### config.mk
export PLATFORM = sky130hd
export DESIGN_NAME = cfu_accum_flat
export DESIGN_NICKNAME = d
export VERILOG_FILES = /design/src/rtl/cfu_accum_if.sv /design/src/rtl/cfu_accum.sv /design/src/flat_wrapper.sv
export SDC_FILE = /design/constraint.sdc
export NUM_CORES = 1
export LEC_CHECK = 0
export CAP_MARGIN = 20
export CORE_MARGIN = 3
export CORE_UTILIZATION = 39
export CTS_BUF_LIST = sky130_fd_sc_hd__clkbuf_16
export DETAILED_ROUTE_END_ITERATION = 7
export PLACE_DENSITY = 0.58
export SLEW_MARGIN = 40
export SYNTH_ARGS = -nofsm -noshare
export SYNTH_HDL_FRONTEND = slang
export SYNTH_SLANG_ARGS = --single-unit
### constraint.sdc
create_clock -name clk -period 12.3 [get_ports clk]
set_clock_uncertainty 0.05 [all_clocks]
set_input_delay 2.46 -clock clk [delete_from_list [all_inputs] [get_ports clk]]
set_output_delay 2.46 -clock clk [all_outputs]
set_load 0.02 [all_outputs]
### src/rtl/cfu_accum_if.sv
// cfu_accum_if -- command/response bus between a CPU custom-function port and
// the cfu_accum accelerator.
//   cmd_*  : command channel (valid/ready handshake, function id, two operands)
//   rsp_*  : response channel (valid/ready handshake, ok flag, result)
// master drives commands and consumes responses; slave is the accelerator side.
interface cfu_accum_if;
  logic        cmd_valid;
  logic        cmd_ready;
  logic [2:0]  cmd_function_id;
  logic [31:0] cmd_inputs_0;
  logic [31:0] cmd_inputs_1;
  logic        rsp_valid;
  logic        rsp_ready;
  logic        rsp_response_ok;
  logic [31:0] rsp_outputs_0;

  modport master (
    output cmd_valid, cmd_function_id, cmd_inputs_0, cmd_inputs_1, rsp_ready,
    input  cmd_ready, rsp_valid, rsp_response_ok, rsp_outputs_0
  );

  modport slave (
    input  cmd_valid, cmd_function_id, cmd_inputs_0, cmd_inputs_1, rsp_ready,
    output cmd_ready, rsp_valid, rsp_response_ok, rsp_outputs_0
  );
endinterface

### src/rtl/cfu_accum.sv
// cfu_accum -- byte-lane accumulator custom function unit.
// Ports:
//   clk  : sole clock, rising edge
//   rst  : synchronous reset, active low
//   bus  : cfu_accum_if.slave command/response channel
// Functions: 0 CLEAR (return ACC, then zero it), 1 BYTESUM (ACC += Ak+Bk over
// four lanes), 2 SAD (ACC += |Ak-Bk| over four lanes), 3 READ, 4..7 illegal.
// SATURATE = 1 clamps ACC at all-ones on a per-lane carry instead of wrapping.
//
// state | meaning
// IDLE  | ready for a command
// BUSY  | one byte lane added per cycle, LANE selects the lane
// RESP  | response held on the bus until rsp_ready
module cfu_accum #(
  parameter bit SATURATE = 1'b0
) (
  input logic        clk,
  input logic        rst,
  cfu_accum_if.slave bus
);

  typedef enum logic [1:0] {IDLE, BUSY, RESP} state_t;

  state_t      state, state_nxt;
  logic [31:0] acc, acc_nxt;
  logic [31:0] res, res_nxt;
  logic        ok, ok_nxt;
  logic [1:0]  lane, lane_nxt;
  logic [2:0]  fid, fid_nxt;
  logic [31:0] op_a, op_a_nxt;
  logic [31:0] op_b, op_b_nxt;

  logic [7:0]  a_byte, b_byte;
  logic [8:0]  lane_term;
  logic [32:0] lane_sum;
  logic [31:0] lane_acc;

  // Per-lane contribution from the latched operands.
  always_comb begin
    a_byte = op_a[{lane, 3'b000} +: 8];
    b_byte = op_b[{lane, 3'b000} +: 8];
    if (fid == 3'd2) begin
      lane_term = (a_byte >= b_byte) ? {1'b0, a_byte - b_byte} : {1'b0, b_byte - a_byte};
    end else begin
      lane_term = {1'b0, a_byte} + {1'b0, b_byte};
    end
    lane_sum = {1'b0, acc} + {24'b0, lane_term};
    // A carry out clamps; once at all-ones any further lane carries again.
    lane_acc = (SATURATE && lane_sum[32]) ? 32'hFFFF_FFFF : lane_sum[31:0];
  end

  always_ff @(posedge clk) begin
    if (!rst) begin
      state <= IDLE;
      acc   <= '0;
      res   <= '0;
      ok    <= 1'b0;
      lane  <= '0;
      fid   <= '0;
      op_a  <= '0;
      op_b  <= '0;
    end else begin
      state <= state_nxt;
      acc   <= acc_nxt;
      res   <= res_nxt;
      ok    <= ok_nxt;
      lane  <= lane_nxt;
      fid   <= fid_nxt;
      op_a  <= op_a_nxt;
      op_b  <= op_b_nxt;
    end
  end

  always_comb begin
    state_nxt = state;
    acc_nxt   = acc;
    res_nxt   = res;
    ok_nxt    = ok;
    lane_nxt  = lane;
    fid_nxt   = fid;
    op_a_nxt  = op_a;
    op_b_nxt  = op_b;
    case (state)
      IDLE: begin
        if (bus.cmd_valid) begin
          fid_nxt  = bus.cmd_function_id;
          op_a_nxt = bus.cmd_inputs_0;
          op_b_nxt = bus.cmd_inputs_1;
          case (bus.cmd_function_id)
            3'd0: begin
              res_nxt   = acc;
              ok_nxt    = 1'b1;
              acc_nxt   = '0;
              state_nxt = RESP;
            end
            3'd1, 3'd2: begin
              lane_nxt  = '0;
              state_nxt = BUSY;
            end
            3'd3: begin
              res_nxt   = acc;
              ok_nxt    = 1'b1;
              state_nxt = RESP;
            end
            default: begin
              res_nxt   = '0;
              ok_nxt    = 1'b0;
              state_nxt = RESP;
            end
          endcase
        end
      end
      BUSY: begin
        acc_nxt  = lane_acc;
        lane_nxt = lane + 2'd1;
        if (lane == 2'd3) begin
          res_nxt   = lane_acc;
          ok_nxt    = 1'b1;
          state_nxt = RESP;
        end
      end
      RESP: begin
        if (bus.rsp_ready) begin
          state_nxt = IDLE;
        end
      end
      default: state_nxt = IDLE;
    endcase
  end

  assign bus.cmd_ready       = (state == IDLE);
  assign bus.rsp_valid       = (state == RESP);
  assign bus.rsp_response_ok = (state == RESP) ? ok : 1'b0;
  assign bus.rsp_outputs_0   = (state == RESP) ? res : 32'h0;

endmodule
### src/flat_wrapper.sv
// flat-port wrapper written by rule: the top's interface ports become plain ports
module cfu_accum_flat 
#(
  parameter bit SATURATE = 1'b0
)
  (clk, rst, bus_cmd_valid, bus_cmd_function_id, bus_cmd_inputs_0, bus_cmd_inputs_1, bus_rsp_ready, bus_cmd_ready, bus_rsp_valid, bus_rsp_response_ok, bus_rsp_outputs_0);
  cfu_accum_if bus_i ();
  input logic clk;
  input logic rst;
  input wire logic [$bits(bus_i.cmd_valid)-1:0] bus_cmd_valid;
  input wire logic [$bits(bus_i.cmd_function_id)-1:0] bus_cmd_function_id;
  input wire logic [$bits(bus_i.cmd_inputs_0)-1:0] bus_cmd_inputs_0;
  input wire logic [$bits(bus_i.cmd_inputs_1)-1:0] bus_cmd_inputs_1;
  input wire logic [$bits(bus_i.rsp_ready)-1:0] bus_rsp_ready;
  output wire logic [$bits(bus_i.cmd_ready)-1:0] bus_cmd_ready;
  output wire logic [$bits(bus_i.rsp_valid)-1:0] bus_rsp_valid;
  output wire logic [$bits(bus_i.rsp_response_ok)-1:0] bus_rsp_response_ok;
  output wire logic [$bits(bus_i.rsp_outputs_0)-1:0] bus_rsp_outputs_0;
  assign bus_i.cmd_valid = bus_cmd_valid;
  assign bus_i.cmd_function_id = bus_cmd_function_id;
  assign bus_i.cmd_inputs_0 = bus_cmd_inputs_0;
  assign bus_i.cmd_inputs_1 = bus_cmd_inputs_1;
  assign bus_i.rsp_ready = bus_rsp_ready;
  assign bus_cmd_ready = bus_i.cmd_ready;
  assign bus_rsp_valid = bus_i.rsp_valid;
  assign bus_rsp_response_ok = bus_i.rsp_response_ok;
  assign bus_rsp_outputs_0 = bus_i.rsp_outputs_0;
  cfu_accum #(.SATURATE(SATURATE)) u_core (.clk(clk), .rst(rst), .bus(bus_i));
endmodule
==> flow_summary.ini <==
[outcome]
status = finished clean

[clocking]
cts_clock_pin_slew_for_the_worst_setup_and_hold_paths_ps = 70
postCtsHoldBufs = 0
cts-buffers-inserted = 17
cts_root_buffer = sky130_fd_sc_hd__clkbuf_16
cts_resized = 0
cts.sink_count = 136
cts_tree = done
cts_setup_buffers = 0
worstSkewPairLatency_ps = 430
max-clock-path-buffers = 2
cts.htree.levels = 4

[drt]
wl_per_cell_um = 16.4
first_pass_iters = 5
drt_first_iter_violations = 569
drt-vias-per-instance = 5.37
postRouteAntennaNets = 0
route.detailed.drc = 0
detail_route.wirelength_um = 21300
via_count = 6961

[power_and_ir_drop]
leakagePower_nw = 3.54
max-vdd-ir-drop_v = 0.0000851
power_density_mw_per_mm2 = 128

[synth]
synth_largest_area_cell = sky130_fd_sc_hd__dfxtp_1
synth_fp_nets = 1061
avg_synthesized_cell_area_um2 = 8.00
synth_adder_area_share_pct = 6.47
synth_simple_gate_area_share_pct = 21.3
synth-edff-count = 0
yosys.cell_types.count = 70
synth-compound-area-share_pct = 24.4
yosysSeqAreaShare_pct = 35.7
async_reset_ff_share_pct = 0
post-synth-top-area-fraction_pct = 35.7
synth.yosys.warnings = 0
postSynthCellCount = 953
synthTopCellsByArea = sky130_fd_sc_hd__dfxtp_1 (36%), sky130_fd_sc_hd__nand2_1 (9.1%), sky130_fd_sc_hd__a21oi_1 (6.8%)
synth.mux.area_fraction_pct = 5.55
synth-xor-area-share_pct = 1.72
most_used_flip_flop_cell_after_synthesis = sky130_fd_sc_hd__dfxtp_1
synth_top_family_by_area = compound AO/OA/AOI/OAI gates
postSynthRegisterBits = 136
synthesis.area_mm2 = 0.00762

[worst_setup_path]
timing.critical_path.max_delay_family = compound AO/OA/AOI/OAI gates
timing.critical_path.cells = buf_4, mux4_2, inv_1, ha_1, nand4_1, a31oi_1, nor2_2, mux2_2, o311ai_0, o21ai_1, xnor2_1, ha_1, a21oi_1, o21ai_0, o21ai_0, or4_1, a31oi_1
r2r_setup_slack_ps = 6730
critical_path_start_end_classification = register to register
critPathMaxFanout = 11
critPathArrivalTime_ps = 5870
timing.critical_path.to_type = register
worstPathBufferInverterCount = 2
crit_slowest_cell = sky130_fd_sc_hd__dfxtp_1
required_ps = 12600
start_kind = register
worstReg2RegEnd = u_core.res[19]
rr_worst_depth = 17
critPathMaxStageDelay_ps = 680
worstReg2RegStart = u_core.lane[0]

[timing]
finalWorstPathRequiredPeriod_ps = 5570
finalSetupViolCount = 0
relSlewSlack_pct = 52.8
maximum_clock_rate_mhz = 180
tightest_slew_ps = 708
rsz0062_at_grt = no
finalHoldViolations = 0
timing.final.max_slew_violations = 0
layout_setup_ws_ps = 6730
setup-tns-final_ps = 0
final.period_utilization_pct = 45.3

[min_path]
min_from = u_core.op_a[16]
min-delay-path-class = register to register
min_delay_worst_endpoint = u_core.op_a[16]
min_delay_path_depth = 2

[cells_and_area]
area_delta_synth_final_pct = 23.6
layout.nets = 1131
num_antenna_cells = 0
finish.cell_count_without_fillers = 1296
drive_above_1_share_pct = 8.01

[die]
area_of_the_placeable_core_mm2 = 0.0190
die_width_um = 146
io_pins = 106
fp-row-count = 50
die-height_um = 146
die_area_mm2 = 0.0213
initial_core_util_pct = 40.2

[job]
max_cap_violations = 0

[global_routing]
grt_start_max_net_pins = 73
antenna_found_initial = 0
grt_pass1_wl_um = 34700
overflow_left_after_global_routing = 0
gr-usage-all-layers_pct = 19.9
number_of_global_route_vias_before_repair = 6461

[place]
hpwl_um = 14700
place.detailed.instances = 1264
final_wtd_congestion = 0.888
pre_cts_slack_ps = 6780
place.port_buffers = 105
-- tightest hold or removal path, cell delays in order (launching register included) --
cell and delay [ps]:
sky130_fd_sc_hd__dfxtp_1 310, sky130_fd_sc_hd__nand2_1 50, sky130_fd_sc_hd__a21oi_1 50
-- worst max path at each step --
| stage | from | end | slack, ps | cells after the start |
|---|---|---|---|---|
| 3_5_place_dp | u_core.lane[0] | u_core.res[19] | 6780 | 17 |
| 3_3_place_gp | u_core.lane[0] | u_core.res[30] | 6870 | 18 |
| 2_1_floorplan | u_core.lane[0] | u_core.res[30] | 7030 | 19 |
| 6_report | u_core.lane[0] | u_core.res[19] | 6730 | 17 |
| 5_1_grt | u_core.lane[0] | u_core.res[19] | 6180 | 17 |
| 4_1_cts | u_core.lane[0] | u_core.res[30] | 6730 | 18 |
-- state kept, by name (all words and copies together), names as in the netlist --
name and cells:
u_core.fid 3, u_core.state 2, u_core.op_b 32, u_core.acc 32, u_core.ok 1, u_core.lane 2
u_core.op_a 32, u_core.res 32
-- cell usage in the layout (no fill, tap or decap), types with 6 or more instances in the layout --
cell	count
sky130_fd_sc_hd__nand2_1	184
sky130_fd_sc_hd__dfxtp_1	135
sky130_fd_sc_hd__a21oi_1	104
sky130_fd_sc_hd__clkdlybuf4s50_1	104
sky130_fd_sc_hd__o21ai_0	71
sky130_fd_sc_hd__and2_1	39
sky130_fd_sc_hd__a21boi_0	37
sky130_fd_sc_hd__nor2_1	36
sky130_fd_sc_hd__ha_1	33
sky130_fd_sc_hd__inv_1	31
sky130_fd_sc_hd__a31oi_1	25
sky130_fd_sc_hd__clkbuf_16	17
sky130_fd_sc_hd__mux4_2	16
sky130_fd_sc_hd__nor3_1	16
sky130_fd_sc_hd__nand3_1	14
sky130_fd_sc_hd__a21o_1	11
sky130_fd_sc_hd__buf_4	10
sky130_fd_sc_hd__xnor2_1	9
sky130_fd_sc_hd__nor2b_1	9
sky130_fd_sc_hd__or3_1	7
sky130_fd_sc_hd__xor2_1	6
sky130_fd_sc_hd__nand2b_1	6
-- cell type report --
class	instances	area, um^2
fill	1833	9530
sequential	136	2720
timing repair buffer	115	1120
inverter	32	120
multi-input combinational	721	4550
tap	260	325
clock buffer	17	425
clock inverter	15	154
-- stage by stage --
stage | hold WS, ps | instance area [um^2] | utilization (%) | total power, mW
finish | 402 | 9420 | 49.7 | 1.21
global route | 415 | 9420 | 49.7 | 1.27
CTS | 402 | 9420 | 49.7 | 1.22
detailed placement | 393 | 8840 | 46.6 | 0.720
global placement | 390 | 8830 | 46.6 | 0.720
floorplan | 383 | 7620 | - | 0.642
-- layer usage --
metal | global-route usage [%] | vias to the layer above | part of all wire [%]
met1 | 30.7 | 3267 | 52
met5 | 0 | - | 0
met3 | 3.36 | 18 | 5.0
met4 | 5.60 | 0 | 1.1
met2 | 28.4 | 191 | 41
li1 | - | 3485 | -
-- Yosys cell counts, types with 3 or more instances --
| master | count |
|---|---|
| sky130_fd_sc_hd__a21boi_0 | 37 |
| sky130_fd_sc_hd__a21o_1 | 11 |
| sky130_fd_sc_hd__a21oi_1 | 104 |
| sky130_fd_sc_hd__a221oi_1 | 4 |
| sky130_fd_sc_hd__a31oi_1 | 25 |
| sky130_fd_sc_hd__and2_1 | 40 |
| sky130_fd_sc_hd__and3_1 | 5 |
| sky130_fd_sc_hd__buf_2 | 6 |
| sky130_fd_sc_hd__clkbuf_1 | 57 |
| sky130_fd_sc_hd__dfxtp_1 | 136 |
| sky130_fd_sc_hd__fa_1 | 4 |
| sky130_fd_sc_hd__ha_1 | 33 |
| sky130_fd_sc_hd__inv_1 | 31 |
| sky130_fd_sc_hd__mux2i_1 | 4 |
| sky130_fd_sc_hd__mux4_2 | 16 |
| sky130_fd_sc_hd__nand2_1 | 185 |
| sky130_fd_sc_hd__nand2b_1 | 6 |
| sky130_fd_sc_hd__nand3_1 | 14 |
| sky130_fd_sc_hd__nand4_1 | 5 |
| sky130_fd_sc_hd__nor2_1 | 36 |
| sky130_fd_sc_hd__nor2b_1 | 10 |
| sky130_fd_sc_hd__nor3_1 | 17 |
| sky130_fd_sc_hd__nor3b_1 | 3 |
| sky130_fd_sc_hd__o211ai_1 | 4 |
| sky130_fd_sc_hd__o21a_1 | 5 |
| sky130_fd_sc_hd__o21ai_0 | 71 |
| sky130_fd_sc_hd__o21ai_1 | 4 |
| sky130_fd_sc_hd__o31a_1 | 5 |
| sky130_fd_sc_hd__o31ai_1 | 5 |
| sky130_fd_sc_hd__or3_1 | 7 |
| sky130_fd_sc_hd__or4_1 | 3 |
| sky130_fd_sc_hd__xnor2_1 | 9 |
| sky130_fd_sc_hd__xor2_1 | 6 |
-- kinds of logic after synthesis --
kind of cell / count (synthesis)
xor gates and xnor gates: 15
muxes: 22
buffers and inverters: 96
and+or+nand+nor: 346
DFF: 136
adders and majority gates: 37
AOI/OAI and AO/OA: 301
-- power by group --
group          total [mW]  switching, mW  internal, mW
Clock               0.500          0.230         0.270
Combinational       0.228          0.131        0.0966
Sequential          0.483         0.0163         0.466
Power figures use the tool's default switching activity.
